==> config.mk <==
export PLATFORM = sky130hd
export DESIGN_NAME = seq_detector_param
export DESIGN_NICKNAME = d
export VERILOG_FILES = /design/src/rtl/seq_det_pkg.sv /design/src/rtl/seq_detector_param_sat_counter.sv /design/src/rtl/seq_detector_param.sv
export SDC_FILE = /design/constraint.sdc
export NUM_CORES = 1
export LEC_CHECK = 0
export ABC_CLOCK_PERIOD_IN_PS = 4300
export BUFFER_PORTS_ARGS = -buffer_cell sky130_fd_sc_hd__buf_2
export CAP_MARGIN = 10
export CORE_ASPECT_RATIO = 1.1
export CORE_MARGIN = 1.5
export CORE_UTILIZATION = 58
export CTS_BUF_LIST = sky130_fd_sc_hd__clkbuf_4 sky130_fd_sc_hd__clkbuf_8
export CTS_CLUSTER_SIZE = 8
export DETAILED_ROUTE_END_ITERATION = 7
export HOLD_SLACK_MARGIN = 0.1
export PLACE_DENSITY = 0.81
export SYNTH_ARGS = -nofsm -noshare
export SYNTH_HDL_FRONTEND = slang
export SYNTH_HIERARCHICAL = 1
export SYNTH_SLANG_ARGS = --single-unit
==> constraint.sdc <==
create_clock -name clk -period 4.3 [get_ports clk]
set_input_delay 0.43 -clock clk [delete_from_list [all_inputs] [get_ports clk]]
set_output_delay 0.43 -clock clk [all_outputs]
set_load 0.005 [all_outputs]
==> src/rtl/seq_det_pkg.sv <==
// Shared types and defaults for the programmable serial sequence detector.
package seq_det_pkg;

  typedef enum logic {OUT_MEALY, OUT_MOORE} out_mode_e;

  localparam int unsigned DEF_MAX_LEN = 8;
  localparam logic [7:0]  DEF_PATTERN = 8'b0000_0110;
  localparam int unsigned DEF_LEN     = 3;
  localparam bit          DEF_OVERLAP = 1'b1;

  // Width needed to hold a length in 0..max_len.
  function automatic int unsigned len_w(input int unsigned max_len);
    return $clog2(max_len + 1);
  endfunction

endpackage

==> src/rtl/seq_detector_param_sat_counter.sv <==
// Saturating up-counter; a clear coinciding with an increment leaves the count at one.
module sat_counter #(
  parameter int unsigned WIDTH = 8
) (
  input  logic             clk,
  input  logic             rst,
  input  logic             inc,
  input  logic             clr,
  output logic [WIDTH-1:0] count,
  output logic             sat
);

  logic [WIDTH-1:0] count_q, count_d;

  assign sat   = &count_q;
  assign count = count_q;

  always_comb begin
    count_d = count_q;
    if (clr) begin
      count_d = inc ? WIDTH'(1) : '0;
    end else if (inc && !sat) begin
      count_d = count_q + WIDTH'(1);
    end
  end

  always_ff @(posedge clk or negedge rst) begin
    if (!rst) begin
      count_q <= '0;
    end else begin
      count_q <= count_d;
    end
  end

endmodule

==> src/rtl/seq_detector_param.sv <==
// Run-time programmable serial pattern detector with overlap / non-overlap detection,
// Mealy or registered output, and a saturating hit counter.
module seq_detector_param
  import seq_det_pkg::*;
#(
  parameter int unsigned          MAX_LEN        = DEF_MAX_LEN,
  parameter int unsigned          CNT_W          = 8,
  parameter bit                   REGISTERED_OUT = 1'b0,
  parameter logic [MAX_LEN-1:0]   RST_PATTERN    = MAX_LEN'(DEF_PATTERN),
  parameter int unsigned          RST_LEN        = DEF_LEN,
  parameter bit                   RST_OVERLAP    = DEF_OVERLAP,
  localparam int unsigned         LEN_W          = len_w(MAX_LEN)
) (
  input  logic               clk,
  input  logic               rst,
  input  logic               x,
  input  logic               en,
  input  logic               cfg_load,
  input  logic [MAX_LEN-1:0] pattern,
  input  logic [LEN_W-1:0]   len,
  input  logic               overlap,
  input  logic               clr_cnt,
  output logic               z,
  output logic [CNT_W-1:0]   match_cnt,
  output logic               cnt_sat
);

  // A one-bit pattern needs no history; keep a dummy bit so widths stay legal.
  localparam int unsigned     HIST_W   = (MAX_LEN > 1) ? MAX_LEN - 1 : 1;
  localparam out_mode_e       OUT_MODE = REGISTERED_OUT ? OUT_MOORE : OUT_MEALY;
  localparam logic [LEN_W-1:0] LEN_MAX = LEN_W'(MAX_LEN);
  localparam logic [LEN_W-1:0] LEN_RST = (RST_LEN > MAX_LEN) ? LEN_MAX : LEN_W'(RST_LEN);

  logic [HIST_W-1:0]  history_q, history_d;
  logic [LEN_W-1:0]   fill_q, fill_d;
  logic [MAX_LEN-1:0] cfg_pattern_q, cfg_pattern_d;
  logic [LEN_W-1:0]   cfg_len_q, cfg_len_d;
  logic               cfg_overlap_q, cfg_overlap_d;

  logic [HIST_W:0]    window;
  logic [MAX_LEN-1:0] len_mask;
  logic [LEN_W-1:0]   fill_max;
  logic               pattern_eq;
  logic               match;

  assign window = {history_q, x};

  always_comb begin
    for (int i = 0; i < MAX_LEN; i++) begin
      len_mask[i] = (LEN_W'(i) < cfg_len_q);
    end
  end

  assign fill_max   = (cfg_len_q == '0) ? '0 : cfg_len_q - LEN_W'(1);
  assign pattern_eq = ((window[MAX_LEN-1:0] & len_mask) == (cfg_pattern_q & len_mask));
  assign match      = en && !cfg_load && (cfg_len_q != '0) && (fill_q >= fill_max) && pattern_eq;

  always_comb begin
    history_d     = history_q;
    fill_d        = fill_q;
    cfg_pattern_d = cfg_pattern_q;
    cfg_len_d     = cfg_len_q;
    cfg_overlap_d = cfg_overlap_q;
    if (cfg_load) begin
      history_d     = '0;
      fill_d        = '0;
      cfg_pattern_d = pattern;
      cfg_len_d     = (len > LEN_MAX) ? LEN_MAX : len;
      cfg_overlap_d = overlap;
    end else if (en) begin
      history_d = window[HIST_W-1:0];
      if (match) begin
        // Non-overlapping mode demands a full fresh pattern before the next hit.
        fill_d = cfg_overlap_q ? fill_q : '0;
      end else if (fill_q < fill_max) begin
        fill_d = fill_q + LEN_W'(1);
      end
    end
  end

  always_ff @(posedge clk or negedge rst) begin
    if (!rst) begin
      history_q     <= '0;
      fill_q        <= '0;
      cfg_pattern_q <= RST_PATTERN;
      cfg_len_q     <= LEN_RST;
      cfg_overlap_q <= RST_OVERLAP;
    end else begin
      history_q     <= history_d;
      fill_q        <= fill_d;
      cfg_pattern_q <= cfg_pattern_d;
      cfg_len_q     <= cfg_len_d;
      cfg_overlap_q <= cfg_overlap_d;
    end
  end

  if (OUT_MODE == OUT_MOORE) begin : g_moore
    logic z_q;
    always_ff @(posedge clk or negedge rst) begin
      if (!rst) begin
        z_q <= 1'b0;
      end else begin
        z_q <= match;
      end
    end
    assign z = z_q;
  end else begin : g_mealy
    assign z = match;
  end

  sat_counter #(
    .WIDTH (CNT_W)
  ) u_match_cnt (
    .clk   (clk),
    .rst   (rst),
    .inc   (match),
    .clr   (clr_cnt),
    .count (match_cnt),
    .sat   (cnt_sat)
  );

endmodule

# Word-level counts from Yosys, hierarchy flattened
# Cells that the tools add are included.
classes:
  n_lt_le_gt_ge: 11
  addsub: 3
  n_mul: 0
  n_eq_ne: 2
  reduce_logical: 14
  n_bitwise: 2
  muxes: 12
  div_mod_pow: 0
  shifts: 0
ops:
  columns: ["op", "n"]
  rows:
  - ["4-bit 2-to-1 mux", 7]
  - ["8-bit AND", 2]
  - ["3-bit by 4-bit < comparator with 1-bit output (first input constant)", 4]
  - ["8-bit 2-to-1 mux", 2]
  - ["7-bit 2-to-1 mux", 2]
  - ["8-bit by 1-bit adder with 8-bit output (second input constant)", 1]
  - ["8-bit == test", 1]
  - ["1-bit by 4-bit < comparator with 1-bit output (first input constant)", 2]
  - ["2-bit by 4-bit < comparator with 1-bit output (first input constant)", 2]
  - ["8-bit AND reduction", 1]
  - ["1-bit logical AND", 5]
  - ["4-bit by 1-bit adder with 4-bit output (second input constant)", 1]
  - ["4-bit >= comparator", 1]
  - ["4-bit greater-than comparator (second input constant)", 1]
  - ["4-bit zero test", 1]
  - ["4-bit < comparator", 1]
  - ["2-bit nonzero test", 2]
  - ["4-bit nonzero test", 1]
  - ["4-bit by 1-bit subtractor with 4-bit output (second input constant)", 1]
  - ["3-bit != test (second input constant)", 1]
  - ["3-bit AND reduction", 1]
  - ["3-bit nonzero test", 1]
  - ["1-bit zero test", 2]
  - ["1-bit 2-to-1 mux", 1]
word_totals:
  latchBits: 0
  rom_bits: 0
  output_inout_bits: 10
  memories: 0
  ff_bits: 32
  inputBits: 19
  ramBits: 0
  elab_cells: 50

# Depth between registers and ports, before layout
# Gate-level depths: netlist of the first run.
depth:
  ltp_word: 8
  mapped_depth: 12
  ltp_nobuf: 11

# Cells and area by module
# Netlist of the first run, hierarchy kept.
modules_own_cells:
  columns: ["module", "cells_per_inst", "area_each_um2", "seq_area_each_um2", "n_inst"]
  rows:
  - ["seq_detector_param", 127, 1353.8, 606.8, 1]
  - ["sat_counter", 48, 460.4, 200.2, 1]

# Worst setup path after synthesis of the first run
# No wires, ideal clock.
synth_timing:
  path_kind: "register to register"
  from: "reg cfg_len_q[3]"
  to: "reg u_match_cnt.count_q[7] (netlist: u_match_cnt/count[7])"
  period_less_slack_ps: 3010
  path_buffers: 1
  arrival_time_ps: 2932
  required_ps: 4222
  setup_ps: 78
  setup_slack_ps: 1290
  path_stages_with_launch: 13
  path_cell_list: "dfrtp_1 clkbuf_2 or2_2 and3_1 a21oi_1 ha_1 o211ai_1 o21ai_0 or4b_4 a21oi_4 nand4_1 or4_1 a21oi_1"
synth_between:
  elab_chain_len: 7
  word_cells_on_any_way: 21
  classes_between: "1 x add/sub; 9 x order compare; 1 x eq/ne; 1 x mux; 2 x bitwise; 7 x reduce/logical"
synth_rtl:
  columns: ["element", "line", "source"]
  rows:
  - ["start, declared", "seq_detector_param.sv:37", "logic [LEN_W-1:0] cfg_len_q, cfg_len_d;"]
  - ["start signal, assigned", "seq_detector_param.sv:92", "cfg_len_q <= cfg_len_d;"]
  - ["4-bit by 1-bit subtractor with 4-bit output / 4-bit zero test (equally long branches)", "seq_detector_param.sv:54", "assign fill_max = (cfg_len_q == '0) ? '0 : cfg_len_q - LEN_W'(1);"]
  - ["4-bit 2-to-1 mux", "seq_detector_param.sv:54", null]
  - ["4-bit >= comparator", "seq_detector_param.sv:56", "assign match = en && !cfg_load && (cfg_len_q != '0) && (fill_q >= fill_max) && pattern_eq;"]
  - ["1-bit logical AND", "seq_detector_param.sv:56", null]
  - ["1-bit logical AND (*)", "seq_detector_param.sv:56", null]
  - ["named net z", "seq_detector_param.sv:23", "output logic z,"]
  - ["1-bit logical AND (*)", "seq_detector_param_sat_counter.sv:22", "end else if (inc && !sat) begin"]
  - ["2-bit nonzero test (no line) (*)", null, null]
  - ["end signal, assigned", "seq_detector_param_sat_counter.sv:31", "count_q <= count_d;"]
  - ["end, declared", "seq_detector_param_sat_counter.sv:13", "logic [WIDTH-1:0] count_q, count_d;"]
# The timed path passes the listed nets; every way through them passes the cells marked *.
# A chain may end at the register's enable or synchronous reset.

# Worst setup path after layout of the first run
layout_timing:
  from: "reg cfg_len_q[3]"
  to: "out z"
layout_between:
  elab_chain_len: 5
  word_cells_on_any_way: 19
  classes_between: "1 x add/sub; 9 x order compare; 1 x eq/ne; 1 x mux; 2 x bitwise; 5 x reduce/logical"
layout_rtl:
  columns: ["element", "line"]
  rows:
  - ["4-bit by 1-bit subtractor with 4-bit output / 4-bit zero test (equally long branches)", "seq_detector_param.sv:54"]
  - ["4-bit 2-to-1 mux", "seq_detector_param.sv:54"]
  - ["4-bit >= comparator", "seq_detector_param.sv:56"]
  - ["1-bit logical AND", "seq_detector_param.sv:56"]
  - ["1-bit logical AND (*)", "seq_detector_param.sv:56"]
  - ["end, declared", "seq_detector_param.sv:23"]
# Mark *: on every way between the ends. The rest lies on a longest branch, timed or not.

==> results of run 1 <==
[metrics by stage]
stage          instances  hold WS (ns)  util (%)
3_3_place_gp         228         0.508      64.5
3_5_place_dp         228         0.522      64.5
5_1_grt              235         0.161      66.1
4_1_cts              235         0.143      66.1
6_report             235         0.130      66.1
2_1_floorplan        175         0.134         -
[cells in the final DEF (no fill, tap or decap), types with 5 or more instances in the layout]
master	count
nor2_1	9
buf_2	28
o22ai_1	5
dfstp_2	5
mux2_2	9
inv_1	8
nor3_1	5
clkbuf_4	6
nand4_1	6
dfrtp_1	27
xor2_1	6
a211oi_1	5
mux2i_1	8
ha_1	6
nand2_1	9
a21oi_1	10
[worst min-delay path by stage]
| stage | from | slack (ns) | depth (start not counted) | endpoint |
|---|---|---|---|---|
| after floorplan | rst | 0.13 | 0 | cfg_len_q[2]$_DFFE_PN0P_ |
| after global placement | rst | 0.51 | 1 | cfg_pattern_q[4]$_DFFE_PN0P_ |
| after detailed placement | rst | 0.52 | 1 | cfg_pattern_q[4]$_DFFE_PN0P_ |
| after CTS | rst | 0.14 | 1 | cfg_pattern_q[4]$_DFFE_PN0P_ |
| after global routing | rst | 0.16 | 1 | cfg_pattern_q[4]$_DFFE_PN0P_ |
| final | rst | 0.13 | 1 | cfg_pattern_q[4]$_DFFE_PN0P_ |
[where the power goes]
group	total [mW]	switching, mW	internal (mW)	leakage [nW]
Combinational	0.114	0.0596	0.0543	0.492
Sequential	0.340	0.0192	0.321	0.410
Clock	0.165	0.0989	0.0664	0.0315
[routing by layer]
| metal | track usage, % | up-vias | share of wire (%) |
|---|---|---|---|
| met5 | 0 | - | 0 |
| met4 | 12.9 | 0 | 2.1 |
| met3 | 6.93 | 8 | 5.4 |
| met2 | 39.7 | 44 | 50 |
| met1 | 27.4 | 706 | 42 |
| li1 | - | 702 | - |
[state kept, by name, summed over array words and instances (netlist names)]
signal and count:
cfg_len_q 4, cfg_overlap_q 1, cfg_pattern_q 8, fill_q 4
history_q 7, u_match_cnt/count 8
[critical path, delay by kind of cell, from the launching register on]
| kind | cells | cell delay, ns |
|---|---|---|
| and+or+nand+nor | 3 | 1.05 |
| AOI/OAI and AO/OA | 4 | 0.72 |
| DFF | 1 | 0.47 |
| buffers and inverters | 1 | 0.19 |
| adders and majority gates | 1 | 0.22 |
[cells by family (layout without fill, tap and decap cells)]
logic type      Yosys count  count (layout)
xor+xnor                 10              10
simple gates             54              54
fa+ha+maj                 6               6
compound gates           39              39
flops                    32              32
buf+inv                  17              43
mux                      17              17
[cell type report]
class / instances / area (um2) / area share [%]
Sequential cell: 32 / 807 / 40.4
Clock inverter: 1 / 5.00 / 0.250
Multi-Input combinational cell: 126 / 928 / 46.5
Clock buffer: 6 / 45.0 / 2.25
Inverter: 8 / 30.0 / 1.50
Tap cell: 34 / 42.5 / 2.13
Timing Repair Buffer: 28 / 140 / 7.01
==> flow_summary_export.csv, run 1 <==
group,metric,value,unit
run_status,outcome,"finished, final reports clean",
global_routing,grt_max_degree,33,
detailed_routing,vias_per_cell,6.21,
cells_and_area,syn_to_final_growth,10.1,%
cells_and_area,final_nets,226,
die,initial_core_util,60.0,%
critical_path,reg2reg_from,"cfg_len_q[3]$_DFFE_PN0P_",
logic_synthesis,async_flop_share,100,%
die,die_y,61.7,um
global_routing,grt_pass1_wl,6130,um
power,leakage,0.934,nW
detailed_routing,routed_wirelength,3750,um
logic_synthesis,synth_mux_area_share,10.0,%
cts,cts_setup_buffers,0,
die,core_area,3020,um2
logic_synthesis,yosys_warnings,6,
logic_synthesis,synth_top_family_by_area,"simple AND/OR/NAND/NOR gates",
detailed_routing,drc_errors,0,
power,max-vdd-ir-drop,0.267,mV
logic_synthesis,syn_area,1810,um2
logic_synthesis,synth_area_per_cell,10.4,um2
cts,holdBufCountCts,0,
cts,clock_sinks,32,
cts,cts_tree,"yes",
logic_synthesis,synth_ff_type,"dfrtp_1",
critical_path,end_kind,"output pin",
logic_synthesis,yosys.area.top_type,"dfrtp_1",
critical_path,critPathMaxStageDelay,0.49,ns
sta,slew_headroom,53.0,%
critical_path,critical_path.cell_chain,"or2_2 -> and3_1 -> a21oi_1 -> ha_1 -> o211ai_1 -> o21ai_0 -> or4b_4 -> a21oi_4 -> buf_2",
power,totalPowerFinal,619,uW
placement,gp_congestion,0.811,
logic_synthesis,ys_seq_area_share,44.5,%
die,die_w,56.3,um
logic_synthesis,yosys.area.top_type_share,37.2,%
sta,tns,0,ns
detailed_routing,vias,1460,
cts,ctsLongestPathBuffers,2,
logic_synthesis,netlist_top_cells_area,"dfrtp_1 37%, dfstp_2 7.2%, mux2_2 5.6%",
detailed_routing,ant_nets,0,
sta,tightest_slew,0.705,ns
sta,drv_slew,0,
cells_and_area,fillerInstances,233,
sta,post-route-period-util,79.8,%
placement,dpl_worst_slack,0.999,ns
power,power.density,310,nW/um2
critical_path,crit_fanout,16,
critical_path,critPathSlowestCell,"or4b_4",
global_routing,grt_overflow_total,0,
critical_path,worstSetupStartpointType,"register",
critical_path,crit_type,"register to output pin",
sta,rsz0062_at_grt,"no",
detailed_routing,wl_per_cell,15.9,um
cts,worstSkewPairLatency,0.34,ns
critical_path,cp-endpoint,"z",
global_routing,grtUsageTotal,23.5,%
run,maxCapViolations,0,
logic_synthesis,synth_compound_area_share,15.0,%
cells_and_area,fin_area,2000,um2
die,die-area,3470,um2
logic_synthesis,synth-simple-area-share,17.2,%
cts,clk_pin_slew,0.10,ns
cells_and_area,layout-drive-gt1-share,26.9,%
cts,cts_root_buf,"clkbuf_4",
placement,placed_cell_area,1950,um2
sta,final.setup_skew,0.00672,ns
logic_synthesis,yosys.cell_count.top_type,"dfrtp_1",
critical_path,reg2regPathDepth,11,
cts,h-tree-depth,2,
die,core.rowCount,21,
critical_path,crit_arrival,3.00,ns
logic_synthesis,synthTopCellsByCount,"27 x dfrtp_1, 10 x a21oi_1, 9 x mux2_2, 9 x nand2_1, 9 x nor2_1",
die,io-pin-count,29,
logic_synthesis,synth_seq_cells,32,
critical_path,cp_data_required_time,3.87,ns
placement,port_buffers,28,
critical_path,critPathLaunch,"cfg_len_q[3]$_DFFE_PN0P_",
sta,hold_viol_final,0,
logic_synthesis,ys_types,48,
logic_synthesis,synth-xor-area-share,4.83,%
critical_path,timing.rr.end,"u_match_cnt/count[7]$_DFFE_PN0P_",
logic_synthesis,synth_edf_count,0,
global_routing,grt_antenna_before_repair,0,
critical_path,r2r_setup_slack,0.95,ns
detailed_routing,drt_first_pass_iters,4,
global_routing,grt_pass1_vias,1362,
cts,post_cts_resized,0,
sta,period_needed,3.43,ns
placement,detailed_place_hpwl,2750,um
worst_hold_path,worstHoldPathType,"primary input to async pin",
detailed_routing,first_iter_violations,64,
logic_synthesis,syn_inst,175,
logic_synthesis,synth-adder-area-share,4.14,%
sta,fmax,292,MHz
cts,cts_buffers,5,
sta,setup_viol,0,
sta,layout_setup_ws,0.871,ns
cells_and_area,diodes,0,
logic_synthesis,syn_nets,200,
No activity file was read; power rests on OpenSTA's default activity.
==> run 2, diff against run 1 <==
--- a/config.mk
+++ b/config.mk
@@ -5,7 +5,7 @@
 export SDC_FILE = /design/constraint.sdc
 export NUM_CORES = 1
 export LEC_CHECK = 0
-export ABC_CLOCK_PERIOD_IN_PS = 4300
+export ABC_CLOCK_PERIOD_IN_PS = 3600
 export BUFFER_PORTS_ARGS = -buffer_cell sky130_fd_sc_hd__buf_2
 export CAP_MARGIN = 10
 export CORE_ASPECT_RATIO = 1.1
==> constraint.sdc (replaced) <==
create_clock -name clk -period 3.6 [get_ports clk]
set_input_delay 0.36 -clock clk [delete_from_list [all_inputs] [get_ports clk]]
set_output_delay 0.36 -clock clk [all_outputs]
set_load 0.005 [all_outputs]
==> run 2 against run 1 <==
Utilization is 0.95 points higher. Clock power is 35% higher. Routed wire length is 2.2% lower.
==> flow_summary_export.csv, run 2 (synthesis results as in run 1) <==
group,metric,value,unit
run_status,outcome,"finished, final reports clean",
cts,worstSkewPairLatency,0.34,ns
sta,tns,0,ns
die,die_y,61.7,um
detailed_routing,drt_first_pass_iters,4,
placement,placed_cell_area,1960,um2
sta,slew_headroom,53.8,%
sta,hold_viol_final,0,
placement,dpl_worst_slack,0.505,ns
cells_and_area,layout_common_cells,"28 x buf_2, 27 x dfrtp_1, 10 x a21oi_1",
cts,cts_setup_buffers,0,
sta,layout_setup_ws,0.267,ns
power,totalPowerFinal,763,uW
sta,rsz0062_at_grt,"no",
placement,port_buffers,28,
die,die-area,3470,um2
critical_path,crit_fanout,11,
cells_and_area,final_nets,228,
die,initial_core_util,60.0,%
critical_path,worstSetupStartpointType,"register",
cells_and_area,syn_to_final_growth,11.7,%
die,core.rowCount,21,
critical_path,cp_data_required_time,3.24,ns
die,core_area,3020,um2
power,leakage,0.950,nW
critical_path,crit_type,"register to output pin",
cells_and_area,fin_area,2030,um2
sta,setup_viol,0,
cts,ctsLongestPathBuffers,2,
sta,fmax,300,MHz
cts,cts_tree,"yes",
global_routing,grt_pass1_vias,1357,
detailed_routing,vias,1435,
global_routing,grt_antenna_before_repair,0,
detailed_routing,wl_per_cell,15.4,um
placement,detailed_place_hpwl,2660,um
detailed_routing,routed_wirelength,3670,um
cts,clock_sinks,32,
sta,final.setup_skew,0.00821,ns
cells_and_area,diodes,0,
detailed_routing,drc_errors,0,
detailed_routing,ant_nets,0,
power,power.density,376,nW/um2
sta,drv_slew,0,
cts,cts_buffers,5,
critical_path,end_kind,"output pin",
run,maxCapViolations,0,
cts,clk_pin_slew,0.10,ns
detailed_routing,vias_per_cell,6.03,
cells_and_area,fillerInstances,239,
placement,gp_congestion,0.859,
global_routing,grt_pass1_wl,6090,um
sta,tightest_slew,0.693,ns
die,die_w,56.3,um
cts,h-tree-depth,2,
cells_and_area,layout_commonest_cell,"buf_2",
worst_hold_path,worstHoldPathType,"primary input to register",
sta,post-route-period-util,92.6,%
global_routing,grt_overflow_total,0,
die,io-pin-count,29,
cts,cts_root_buf,"clkbuf_4",
critical_path,crit_arrival,2.97,ns
cells_and_area,layout-drive-gt1-share,27.5,%
sta,period_needed,3.33,ns
global_routing,grtUsageTotal,23.4,%
power,max-vdd-ir-drop,0.299,mV
global_routing,grt_max_degree,33,
detailed_routing,first_iter_violations,62,
run 2: cell count changes in the layout (fill, tap and decap cells not counted), sizes merged:
cell and delta:
clkinv +1, dlygate4sd3 +1, buf +1
run 2: routing by layer:
layer  up-vias  routed length (um)  GRT usage (%)
met2        41                1870           40.8
met5         -                   0              0
li1        704                   -              -
met4         0                  80           11.9
met3         9                 154           4.41
met1       681                1570           28.3
run 2: worst max-delay path, cell delays in order (launching register included):
cell and delay (ns):
dfrtp_1 0.47, or2_2 0.36, and3_1 0.19, a21oi_1 0.13, ha_1 0.21, o211ai_1 0.08, o21ai_0 0.16, or4b_4 0.49
a21oi_4 0.20, buf_4 0.21, buf_2 0.13
run 2: what timing repair did:
action / in CTS / in global routing
endpoints found under the hold margin: 27 / 0
gates resized for setup: 0 / 0
hold buffers: 1 / 0
run 2: final timing paths:
kind / startpoint / to / slack [ns] / cells after the start
setup / recovery: cfg_len_q[3]$_DFFE_PN0P_ / z / 0.27 / 10
hold / removal: len[3] / cfg_len_q[0]$_DFFE_PN1P_ / 0.21 / 2
setup reg to reg: cfg_len_q[3]$_DFFE_PN0P_ / u_match_cnt/count[7]$_DFFE_PN0P_ / 0.47 / 11
hold reg to reg: cfg_pattern_q[6]$_DFFE_PN0P_ / cfg_pattern_q[6]$_DFFE_PN0P_ / 0.54 / 1
max in group asynchronous: rst / fill_q[3]$_DFFE_PN0P_ / 2.57 / 2
min in group asynchronous: rst / cfg_pattern_q[5]$_DFFE_PN0P_ / 0.58 / 2
run 2: final cells by class:
cell class / count / area [um2] / share of cell area (%)
Multi-Input combinational cell: 126 / 928 / 45.8
Inverter: 8 / 30.0 / 1.48
Clock inverter: 2 / 10.0 / 0.494
Sequential cell: 32 / 807 / 39.8
Timing Repair Buffer: 30 / 158 / 7.78
Tap cell: 34 / 42.5 / 2.10
Clock buffer: 6 / 51.3 / 2.53
run 2: through the flow:
step,hold slack [ns],utilization (%),std cells
4_1_cts,0.200,67.1,238
3_5_place_dp,0.445,64.7,229
2_1_floorplan,0.0644,-,175
3_3_place_gp,0.434,64.7,229
5_1_grt,0.213,67.1,238
6_report,0.209,67.1,238
run 2: power breakdown:
group / total [mW] / internal (mW) / switching, mW / leakage [nW]
clock: 0.222 / 0.0928 / 0.129 / 0.0380
sequential: 0.407 / 0.384 / 0.0235 / 0.410
combinational: 0.134 / 0.0658 / 0.0683 / 0.502
total: 0.763 / 0.542 / 0.221 / 0.950
